File: config.mk
export PLATFORM = sky130hd
export DESIGN_NAME = pla_sweep_sequencer_flat
export DESIGN_NICKNAME = d
export VERILOG_FILES = /design/src/rtl/pla_bench_pkg.sv /design/src/rtl/pla_sweep_sequencer_if.sv /design/src/rtl/pla_misr.sv /design/src/rtl/pla_sweep_sequencer.sv /design/src/flat_wrapper.sv
export SDC_FILE = /design/constraint.sdc
export NUM_CORES = 1
export LEC_CHECK = 0
export ABC_AREA = 1
export BUFFER_PORTS_ARGS = -buffer_cell sky130_fd_sc_hd__buf_2
export CORE_MARGIN = 2
export CORE_UTILIZATION = 55
export DETAILED_ROUTE_END_ITERATION = 8
export PLACE_DENSITY = 0.77
export SYNTH_ARGS = -nofsm -noshare
export SYNTH_HDL_FRONTEND = slang
export SYNTH_SLANG_ARGS = --single-unit
export TNS_END_PERCENT = 5
File: constraint.sdc
create_clock -name clk -period 2.3 [get_ports clk]
set_input_delay 0.46 -clock clk [delete_from_list [all_inputs] [get_ports clk]]
set_output_delay 0.46 -clock clk [all_outputs]
set_load 0.05 [all_outputs]
File: src/rtl/pla_bench_pkg.sv
// pla_bench_pkg: shared sweep state, signature type and default MISR polynomial
package pla_bench_pkg;
  typedef enum logic [1:0] {IDLE, RUN, DRAIN, DONE} sweep_state_t;
  typedef logic [31:0] sig_t;
  localparam sig_t SIG_POLY_DEFAULT = 32'h04C11DB7;
endpackage

File: src/rtl/pla_sweep_sequencer_if.sv
// pla_sweep_sequencer_if: host control, FUT drive/response and result signals of the sweep sequencer
interface pla_sweep_sequencer_if
  import pla_bench_pkg::*;
#(
  parameter int N_IN = 22
);
  logic start;
  logic abort;
  logic [N_IN-1:0] range_lo;
  logic [N_IN-1:0] range_hi;
  logic [N_IN-1:0] vec_out;
  logic vec_valid;
  logic f_in;
  logic busy;
  logic done;
  logic range_err;
  logic [N_IN:0] onset_cnt;
  logic [N_IN-1:0] first_onset;
  logic first_valid;
  sig_t sig;
  modport slave (
    input start, abort, range_lo, range_hi, f_in,
    output vec_out, vec_valid, busy, done, range_err, onset_cnt, first_onset, first_valid, sig
  );
  modport master (
    output start, abort, range_lo, range_hi, f_in,
    input vec_out, vec_valid, busy, done, range_err, onset_cnt, first_onset, first_valid, sig
  );
endinterface

File: src/rtl/pla_misr.sv
// pla_misr: 32-bit serial-input MISR with synchronous clear and enable
module pla_misr
  import pla_bench_pkg::*;
#(
  parameter sig_t POLY = SIG_POLY_DEFAULT
) (
  input  logic clk,
  input  logic rst,
  input  logic clr,
  input  logic en,
  input  logic din,
  output sig_t sig
);
  always_ff @(posedge clk)
    if (rst || clr) sig <= '0;
    else if (en) sig <= {sig[30:0], 1'b0} ^ (sig[31] ? POLY : '0) ^ {31'b0, din};
endmodule

File: src/rtl/pla_sweep_sequencer.sv
// pla_sweep_sequencer: sweeps a minterm range through a FUT and compacts its responses
module pla_sweep_sequencer
  import pla_bench_pkg::*;
#(
  parameter int   N_IN     = 22,
  parameter int   FUT_LAT  = 0,
  parameter sig_t SIG_POLY = SIG_POLY_DEFAULT
) (
  input logic clk,
  input logic rst,
  pla_sweep_sequencer_if.slave bus
);
  sweep_state_t state, state_n;
  logic [N_IN-1:0] vec, hi_q, dvec, first_onset;
  logic [N_IN:0] onset_cnt;
  logic [7:0] dcnt;
  logic vv, dv, acc, last, go, range_err, first_valid;
  sig_t sig;
  assign vv = state == RUN;
  assign last = vec == hi_q;
  assign go = state == IDLE && bus.start;
  assign acc = dv && (state == RUN || state == DRAIN);
  always_ff @(posedge clk) state <= rst ? IDLE : state_n;
  always_comb begin
    state_n = state;
    case (state)
      IDLE:    state_n = !bus.start ? IDLE : bus.range_lo > bus.range_hi ? DONE : RUN;
      RUN:     state_n = bus.abort ? IDLE : !last ? RUN : FUT_LAT == 0 ? DONE : DRAIN;
      DRAIN:   state_n = bus.abort ? IDLE : dcnt == 8'd0 ? DONE : DRAIN;
      default: state_n = IDLE;
    endcase
  end
  // response alignment: valid/vector travel alongside the FUT pipeline
  if (FUT_LAT == 0) begin : g_comb
    assign dv = vv;
    assign dvec = vec;
  end else begin : g_pipe
    logic [FUT_LAT-1:0] v_sr;
    logic [N_IN-1:0] d_sr [FUT_LAT];
    always_ff @(posedge clk) begin
      if (rst || state == IDLE) v_sr <= '0;
      else begin
        v_sr[0] <= vv;
        for (int i = 1; i < FUT_LAT; i++) v_sr[i] <= v_sr[i-1];
      end
    end
    always_ff @(posedge clk) begin
      d_sr[0] <= vec;
      for (int i = 1; i < FUT_LAT; i++) d_sr[i] <= d_sr[i-1];
    end
    assign dv = v_sr[FUT_LAT-1];
    assign dvec = d_sr[FUT_LAT-1];
  end
  always_ff @(posedge clk) begin
    if (rst) begin
      vec <= '0;
      hi_q <= '0;
      dcnt <= '0;
      range_err <= 1'b0;
      onset_cnt <= '0;
      first_onset <= '0;
      first_valid <= 1'b0;
    end else begin
      dcnt <= state == RUN ? 8'(FUT_LAT - 1) : state == DRAIN ? dcnt - 8'd1 : dcnt;
      if (go) begin
        vec <= bus.range_lo;
        hi_q <= bus.range_hi;
        range_err <= bus.range_lo > bus.range_hi;
        onset_cnt <= '0;
        first_onset <= '0;
        first_valid <= 1'b0;
      end else begin
        if (vv && !last && !bus.abort) vec <= vec + 1'b1;
        if (acc) onset_cnt <= onset_cnt + {{N_IN{1'b0}}, bus.f_in};
        if (acc && bus.f_in && !first_valid) begin
          first_onset <= dvec;
          first_valid <= 1'b1;
        end
      end
    end
  end
  pla_misr #(.POLY(SIG_POLY)) u_misr (
    .clk(clk), .rst(rst), .clr(go), .en(acc), .din(bus.f_in), .sig(sig)
  );
  assign bus.vec_out = vec;
  assign bus.vec_valid = vv;
  assign bus.busy = state == RUN || state == DRAIN;
  assign bus.done = state == DONE;
  assign bus.range_err = range_err;
  assign bus.onset_cnt = onset_cnt;
  assign bus.first_onset = first_onset;
  assign bus.first_valid = first_valid;
  assign bus.sig = sig;
endmodule

File: src/flat_wrapper.sv
// flat-port wrapper written by rule: the top's interface ports become plain ports
module pla_sweep_sequencer_flat import pla_bench_pkg::*;
#(
  parameter int   N_IN     = 22,
  parameter int   FUT_LAT  = 0,
  parameter sig_t SIG_POLY = SIG_POLY_DEFAULT
)
  (clk, rst, bus_start, bus_abort, bus_range_lo, bus_range_hi, bus_f_in, bus_vec_out, bus_vec_valid, bus_busy, bus_done, bus_range_err, bus_onset_cnt, bus_first_onset, bus_first_valid, bus_sig);
  pla_sweep_sequencer_if #(.N_IN(N_IN)) bus_i ();
  input logic clk;
  input logic rst;
  input wire logic [$bits(bus_i.start)-1:0] bus_start;
  input wire logic [$bits(bus_i.abort)-1:0] bus_abort;
  input wire logic [$bits(bus_i.range_lo)-1:0] bus_range_lo;
  input wire logic [$bits(bus_i.range_hi)-1:0] bus_range_hi;
  input wire logic [$bits(bus_i.f_in)-1:0] bus_f_in;
  output wire logic [$bits(bus_i.vec_out)-1:0] bus_vec_out;
  output wire logic [$bits(bus_i.vec_valid)-1:0] bus_vec_valid;
  output wire logic [$bits(bus_i.busy)-1:0] bus_busy;
  output wire logic [$bits(bus_i.done)-1:0] bus_done;
  output wire logic [$bits(bus_i.range_err)-1:0] bus_range_err;
  output wire logic [$bits(bus_i.onset_cnt)-1:0] bus_onset_cnt;
  output wire logic [$bits(bus_i.first_onset)-1:0] bus_first_onset;
  output wire logic [$bits(bus_i.first_valid)-1:0] bus_first_valid;
  output wire logic [$bits(bus_i.sig)-1:0] bus_sig;
  assign bus_i.start = bus_start;
  assign bus_i.abort = bus_abort;
  assign bus_i.range_lo = bus_range_lo;
  assign bus_i.range_hi = bus_range_hi;
  assign bus_i.f_in = bus_f_in;
  assign bus_vec_out = bus_i.vec_out;
  assign bus_vec_valid = bus_i.vec_valid;
  assign bus_busy = bus_i.busy;
  assign bus_done = bus_i.done;
  assign bus_range_err = bus_i.range_err;
  assign bus_onset_cnt = bus_i.onset_cnt;
  assign bus_first_onset = bus_i.first_onset;
  assign bus_first_valid = bus_i.first_valid;
  assign bus_sig = bus_i.sig;
  pla_sweep_sequencer #(.N_IN(N_IN), .FUT_LAT(FUT_LAT), .SIG_POLY(SIG_POLY)) u_core (.clk(clk), .rst(rst), .bus(bus_i));
endmodule
**After elaboration in Yosys (flattened, before gate mapping)**

Index checks and enable logic that the tools add are counted.

- Memories kept: 0
- Bits in latches: 0
- Register bits: 133
- Memory bits (writable): 0
- Bits in read-only memories: 0
- Output and inout port bits: 104
- Input port bits: 49
- Logic and storage cells: 47

- Equality and inequality tests: 4
- Div/mod/pow operators: 0
- Multiply operators: 0
- Shift-type cells: 0
- Muxes and demuxes: 12
- $add $sub $neg: 3
- Bitwise gates (word level): 2
- Reduce and logical (&&, ||, !) cells: 16
- Magnitude comparators: 1

Operators by type and width:

| operator | number |
|---|---|
| 2-to-1 mux 22 bit | 2 |
| XOR 32 x 1 -> 32 bit | 1 |
| XOR 32 x 27 -> 32 bit | 1 |
| 2-to-1 mux 27 bit | 1 |
| adder 23 x 1 -> 23 bit | 1 |
| adder 22 x 1 -> 22 bit, second input constant | 1 |
| == test 22 bit | 1 |
| > comparator 22 bit | 1 |
| 2-to-1 mux 8 bit | 2 |
| 2-to-1 mux 2 bit | 5 |
| logical NOT 8 bit | 1 |
| subtractor 8 x 1 -> 8 bit, second input constant | 1 |
| logical AND 1 bit | 6 |
| one-hot mux 2 bit (3 select lines) | 1 |
| == test 2 bit, second input constant | 2 |
| nonzero test 2 bit | 2 |
| logical NOT 1 bit | 3 |
| == test 2 x 1 -> 1 bit, second input constant | 1 |
| logical NOT 2 bit | 1 |
| logical OR 1 bit | 2 |
| OR reduction 2 bit | 1 |
| 2-to-1 mux 1 bit | 1 |

**Depth between registers and ports, before layout**

Gate-level depths: netlist of the first run.

- Depth in word-level cells: 6
- Gate-level depth with buffers: 14
- Depth with buffers taken out: 14

**Cells and area by module**

Synthesis of the first run repeated with hierarchy kept, for this count alone.

- Cell total of the unflattened synthesis: 1,119
- Area total of the unflattened synthesis: 7,335.8 µm²

By module, submodules not included:

| module | area each (µm²) | sequential area each (µm²) | instances | cells an instance |
|---|---|---|---|---|
| pla_sweep_sequencer | 5,913.2 | 2,021.9 | 1 | 904 |
| pla_misr | 1,422.6 | 640.6 | 1 | 215 |

**Worst setup path after synthesis of the first run**

Ideal clock, no wire load.

- Path kind: register to register
- From: reg u_core.onset_cnt[0], in the netlist u_core.bus.onset_cnt[0]
- To: reg u_core.onset_cnt[22], in the netlist u_core.bus.onset_cnt[22]
- Slack: 0.167 ns
- Arrival time: 2.005 ns
- Data required time: 2.172 ns
- Clock period less this slack: 2.133 ns
- Cell stages (with the launch flop): 11
- Buffers on the path: 0
- Setup time: 0.128 ns
- Path through: dfxtp_1 ha_1 ha_1 nand3_1 nor2_1 nand2_1 nor2_1 nand2_1 nor3_1 xnor2_1 nor2_1

- Longest elaborated chain between the ends: 1

RTL lines:

| item | RTL line | RTL |
|---|---|---|
| start: declaration | pla_sweep_sequencer.sv:15 | `logic [N_IN:0] onset_cnt;` |
| start signal: assignment | pla_sweep_sequencer.sv:74 | `if (acc) onset_cnt <= onset_cnt + {{N_IN{1'b0}}, bus.f_in};` |
| adder 23 x 1 -> 23 bit | pla_sweep_sequencer.sv:74 |  |

Every way passes these cells.
A chain may end at the register's enable or synchronous reset.

**Worst setup path after layout of the first run**

- From: reg u_core.state[1]
- To: out bus_vec_valid

- Longest elaborated chain between the ends: 1

RTL lines:

| item | RTL line | RTL |
|---|---|---|
| start: declaration | pla_sweep_sequencer.sv:13 | `sweep_state_t state, state_n;` |
| start signal: assignment | pla_sweep_sequencer.sv:23 | `always_ff @(posedge clk) state <= rst ? IDLE : state_n;` |
| == test 2 x 1 -> 1 bit | pla_sweep_sequencer.sv:19 | `assign vv = state == RUN;` |
| end: declaration | flat_wrapper.sv:18 | `output wire logic [$bits(bus_i.vec_valid)-1:0] bus_vec_valid;` |

Every way passes these cells.

==> results of run 1 <==
routing by layer:
layer | routed length (µm) | up-vias | share of wire (%)
li1 | - | 3629 | -
met1 | 8435 | 3226 | 45
met2 | 8906 | 238 | 47
met3 | 1191 | 25 | 6.3
met4 | 276 | 0 | 1.5
met5 | 0 | - | 0
cells by family after synthesis:
kind of cell	count (synthesis)
flops	133
simple gates	494
xor+xnor	35
fa+ha+maj	30
mux	5
compound gates	179
buf+inv	174
power by group through the flow:
stage,registers (mW),clock network (mW),logic [mW]
after detailed placement,2.68,0,1.47
after global placement,2.68,0,1.45
after floorplan,2.94,0,0.825
after global routing,2.66,2.87,1.65
after CTS,2.63,2.77,1.48
final,2.64,2.75,1.49
registers in the layout (all words and copies together) (netlist names):
signal,cells
u_core.u_misr.sig,32
u_core.bus.onset_cnt,23
u_core.bus.first_onset,22
u_core.bus.vec_out,22
u_core.hi_q,22
u_core.dcnt,8
u_core.state,2
u_core.bus.first_valid,1
u_core.bus.range_err,1
worst paths after layout:
path | slack, ps | depth (start not counted) | end
setup / recovery | 150 | 4 | bus_vec_valid
hold / removal | 300 | 3 | u_core.hi_q[20]$_SDFFE_PP0P_
setup reg to reg | 260 | 8 | u_core.bus.vec_out[6]$_SDFFE_PP0P_
hold reg to reg | 460 | 2 | u_core.bus.range_err$_SDFFE_PP0P_
cell type report:
cell class / instances / area [µm²] / area share (%)
clock inverters: 10 / 127.6 / 1.487
well taps: 172 / 215.2 / 2.508
flip-flops and latches: 133 / 2663 / 31.02
repair buffers: 170 / 899.6 / 10.48
clock buffers: 22 / 474.2 / 5.526
multi-input cells: 743 / 3715 / 43.29
inverters: 130 / 488.0 / 5.686
metrics by stage:
step                power (mW)  hold slack [ps]  cell area, µm²
floorplan                3.766            443.7            7048
global placement         4.126            433.5            7976
detailed placement       4.148            445.2            7976
CTS                      6.884            295.5            8578
global route             7.183            328.2            8582
finish                   6.873            295.1            8582
cells in the final DEF (no fill, tap or decap), types with 6 or more instances in the layout:
cell and count:
ha_1 30, nand3_1 56, o21ai_0 80, nor2_2 8
clkbuf_16 17, nor3_1 9, a21oi_1 90, nand2_1 240
nand4_1 10, dfxtp_1 133, buf_2 152, nor2_1 153
inv_2 14, xor2_1 30, inv_1 115, buf_4 17
clkinv_2 6
worst register-to-register path, stage by stage (launching register included):
cell and delay (ps):
dfxtp_1 320, inv_1 90, ha_1 190, inv_2 100
nor2_1 650, nand2_4 190, nand2_4 250, nor2_1 60
nor2_1 110
==> impl_metrics.ini, run 1 <==
[setup_path]
cpPeakStageDelay_ps = 330
critPathMaxFanout = 43
start_kind = flip-flop
cp.required_ps = 1840
crit_slowest_cell = buf_2
crit_arrival_ps = 1690
reg2reg_from = u_core.state[1]$_SDFF_PP0_
crit_family = buffers and inverters
cp_num_buf_inv = 3
critPathLaunch = u_core.state[1]$_SDFF_PP0_
end_kind = output pin
path_class = reg2out
crit_chain = inv_1, ha_1, buf_6, buf_2

[timing]
finalSetupViolations = 0
setup-tns-final_ps = 0
min_period_ps = 2149
post-route-period-util_pct = 93.44
hold_viol_final = 0
worst_clock_skew_ps = 14.73
relSlewSlack_pct = 43.59
slew_violations = 0
rsz0062_at_grt = false
worst_slew_pin_slew_ps = 843.1
max_freq_mhz = 465.3
worst_slack_ps = 150.8

[die]
core_area_um2 = 12570
initial_utilization_pct = 56.08
die_w_um = 117.2
dieArea_um2 = 13740
die_y_um = 117.2
num_rows = 41
ios = 153

[grt]
grt_max_degree = 44
antenna_found_initial = 0
track_usage_pct = 27.80
grt_pass1_wl_mm = 29.84
grt-busiest-layer = met2
first_global_vias = 6243
use_met1_pct = 36.95
grtUsageMet3_pct = 5.767
grt_use_met2_pct = 45.21
overflow = 0

[synth]
synthMuxAreaShare_pct = 0.7101
synthesis.area_um2 = 7048
synth_top_area_cell = dfxtp_1
yosysTopAreaCellShare_pct = 37.78
synth.ff_latch_count = 133
syn_nets = 1129
synth-compound-area-share_pct = 12.91
synth_edf_count = 0
synth-simple-area-share_pct = 29.42
ys_warn_count = 0
synth_area_leaders = dfxtp_1 (38%), nand2_1 (13%), nor2_1 (8.1%)
synth_ff_type = dfxtp_1
avgSynthCellArea_um2 = 6.712
synthXorXnorAreaFrac_pct = 4.349
netlist_instances = 1050
seq_area_frac_synth_pct = 37.78
synthArstFlopShare_pct = 0
synth_adder_area_share_pct = 5.326
synthDistinctLibCells = 37
synth.top_cells.by_count = nand2_1 (240), nor2_1 (153), dfxtp_1 (133)
yosysMostFrequentCell = nand2_1
synth_top_family_by_area = simple AND/OR/NAND/NOR gates

[clocking]
cts_max_path_buffers = 2
clk_latency_ps = 420
tritoncts.num_buffers = 17
post_cts_buffers = 0
cts_resized = 0
ctsHoldBuffers = 0
cts_max_level = 4
clkSinkCount = 133
cts_tree = done
cts.root.buffer_cell = clkbuf_16
clk_pin_slew_ps = 60

[place]
hpwl_mm = 13.39
port-buffer-count = 152
finalWeightedCongestion = 0.8905
placed_cells = 1348
pre_cts_ws_ps = 176.5

[final_layout]
final_util_pct = 68.28
nFillCells = 1156
area_growth_pct = 21.76
final_cells = 1380
drive_gt1_share_pct = 19.37
antenna_cells = 0
final_nets = 1274

[pwr]
vdd_drop_max_mv = 0.5130
comb_power_share_pct = 21.6
clockPowerShare_pct = 40.0
internal-power_mw = 4.686
p_leak_nw = 4.313
p_seq_share_pct = 38.4
p_switching_mw = 2.187
switching_share_pct = 31.82
power_density_nw_per_um2 = 800.9

[detailed_routing]
wl_mm = 18.81
viasPerCell = 5.158
num_vias = 7118
drc = 0
ant_nets = 0
avgRoutedWirePerCell_um = 13.63
drt-initial-drc-count = 609
dr.pass1.iters = 5

[min_path]
hp-class = in2reg
hold_start = bus_range_hi[20]

[status]
run_status = complete, no violations

[run]
maxCapViolCount = 0
No activity file was read; power rests on OpenSTA's default activity.
==> run 2: changes to the inputs <==
- ABC_AREA: 1 -> default
- CORE_UTILIZATION: 55 -> 54
- PLACE_DENSITY: 0.77 -> 0.76
==> run 2 against run 1 <==
  * Via count decreased by 17%
  * Hold slack got worse by 2.0 ps
  * Critical path depth decreased by 1
==> impl_metrics.ini, run 2 <==
[detailed_routing]
wl_mm = 16.29
num_vias = 5913
ant_nets = 0
dr.pass1.iters = 5
drc = 0
avgRoutedWirePerCell_um = 14.81
drt-initial-drc-count = 489
viasPerCell = 5.375

[final_layout]
largest_register_ffs = 32
final_cells = 1100
drive_gt1_share_pct = 24.66
antenna_cells = 0
mostFrequentLayoutCells = buf_2 (152), dfxtp_1 (132), nand2_1 (118)
final_util_pct = 69.11
area_growth_pct = 26.22
largestRegisters = u_core.u_misr.sig: 32 flops, u_core.bus.onset_cnt: 23 flops
final_nets = 1019
top_register = u_core.u_misr.sig
final_common_cell = buf_2

[clocking]
tritoncts.num_buffers = 17
post_cts_buffers = 0
cts_tree = done
clk_latency_ps = 410
cts_resized = 0
cts_max_path_buffers = 2
cts.root.buffer_cell = clkbuf_16
clkSinkCount = 133
ctsHoldBuffers = 0
clk_pin_slew_ps = 60
cts_max_level = 4

[setup_path]
critPathMaxFanout = 9
end_kind = output pin
crit_family = adder cells
start_kind = flip-flop
cp_num_buf_inv = 2
crit_chain = inv_1, ha_1, buf_2
crit_arrival_ps = 1670
cpPeakStageDelay_ps = 450
cp.required_ps = 1840
path_class = reg2out
crit_slowest_cell = ha_1

[timing]
worst_clock_skew_ps = 7.404
max_freq_mhz = 468.6
slew_violations = 0
finalSetupViolations = 0
worst_slew_pin_slew_ps = 597.4
hold_viol_final = 0
relSlewSlack_pct = 60.17
post-route-period-util_pct = 92.78
min_period_ps = 2134
worst_slack_ps = 166.2
rsz0062_at_grt = false

[die]
initial_utilization_pct = 54.76
die_y_um = 113.7
core_area_um2 = 11860
die_w_um = 113.7
ios = 153
num_rows = 40
dieArea_um2 = 12920

[status]
run_status = complete, no violations

[synth]
avgSynthCellArea_um2 = 8.348
seq_area_frac_synth_pct = 40.99
synth.ff_latch_count = 133
synth.top_cells.by_count = dfxtp_1 (133), nand2_1 (119), nor2_1 (90)
synthDistinctLibCells = 50
yosysMostFrequentCell = dfxtp_1
syn_nets = 857
synthesis.area_um2 = 6495
synth_top_area_cell = dfxtp_1
netlist_instances = 778
synth_edf_count = 0
yosysTopAreaCellShare_pct = 40.99
synthArstFlopShare_pct = 0
ys_warn_count = 0
synth_area_leaders = dfxtp_1 (41%), xnor2_1 (7.1%), nand2_1 (6.9%)
synth_ff_type = dfxtp_1

[run]
maxCapViolCount = 0

[place]
port-buffer-count = 152
hpwl_mm = 11.80
placed_cells = 1068
pre_cts_ws_ps = 101.1
finalWeightedCongestion = 0.8709

[grt]
grt_max_degree = 79
first_global_vias = 5454
overflow = 0
track_usage_pct = 25.82
antenna_found_initial = 0
grt_pass1_wl_mm = 26.54

[pwr]
vdd_drop_max_mv = 0.5400
p_leak_nw = 3.481
power_density_nw_per_um2 = 814.2

[min_path]
hp-class = in2reg
## run 2: cell count changes in the layout (fill, tap and decap cells not counted), sizes merged, moves of 10 or more
cell / before / now
nor2: 164 / 90
a211oi: 0 / 43
buf: 170 / 191
inv: 129 / 35
o21ai: 82 / 11
xnor2: 5 / 53
xor2: 30 / 17
nand4: 11 / 21
nand3: 57 / 18
a21oi: 90 / 64
nand2: 243 / 119
mux2i: 5 / 22
## run 2: kinds of logic (layout without fill, tap and decap cells)
kind of cell / count (synthesis) / after routing / synth area share [%]
adders and majority gates: 30 / 30 / 5.779
buffers and inverters: 83 / 258 / 5.144
xor gates and xnor gates: 70 / 70 / 9.439
AOI/OAI and AO/OA: 141 / 141 / 14.01
DFF: 133 / 133 / 40.99
and+or+nand+nor: 299 / 299 / 21.25
muxes: 22 / 22 / 3.390
## run 2: power breakdown
group          leakage, nW  total (mW)  switching (mW)  internal (mW)
registers             1.08        2.55           0.116           2.43
clock network        0.310        2.86           0.987           1.87
logic                 2.09        1.27           0.830          0.439
## run 2: final cells by class
class | instances | area, µm²
Timing Repair Buffer | 191 | 1079
Clock inverter | 12 | 177.7
Clock buffer | 20 | 456.7
Tap cell | 147 | 183.9
Multi-Input combinational cell | 562 | 3506
Fill cell | 985 | 3664
Inverter | 35 | 131.4
Sequential cell | 133 | 2664
## run 2: final timing paths
kind                                                 from                                      end  slack [ps]  cells after the start
hold / removal                           bus_range_hi[21]             u_core.hi_q[21]$_SDFFE_PP0P_         290                      3
hold reg to reg   u_core.bus.first_onset[16]$_SDFFE_PP0P_  u_core.bus.first_onset[16]$_SDFFE_PP0P_         450                      2
setup / recovery               u_core.state[1]$_SDFF_PP0_                                 bus_busy         170                      3
setup reg to reg               u_core.state[1]$_SDFF_PP0_       u_core.bus.vec_out[9]$_SDFFE_PP0P_         210                      8
## run 2: tightest hold or removal path: stages
cell     delay [ps]
buf_2           110
nand2_1          50
a21oi_1          50
## run 2: layer usage
layer  GRT usage, %  share of wire [%]  vias up  routed length [µm]
met1          34.45                 46     2759                7564
met2          41.56                 47      139                7675
met4          8.699                1.9        0                 315
li1               -                  -     2986                   -
met3          5.898                4.5       29                 732
met5              0                  0        -                   0
## run 2: through the flow
stage	hold slack (ps)	TNS, ps	instance area [µm²]	power [mW]
floorplan	447.8	-126.7	6499	3.474
global placement	440.4	0	7564	3.840
detailed placement	445.1	0	7564	3.855
CTS	277.1	0	8198	6.712
global route	293.5	0	8198	6.942
finish	293.1	0	8198	6.675
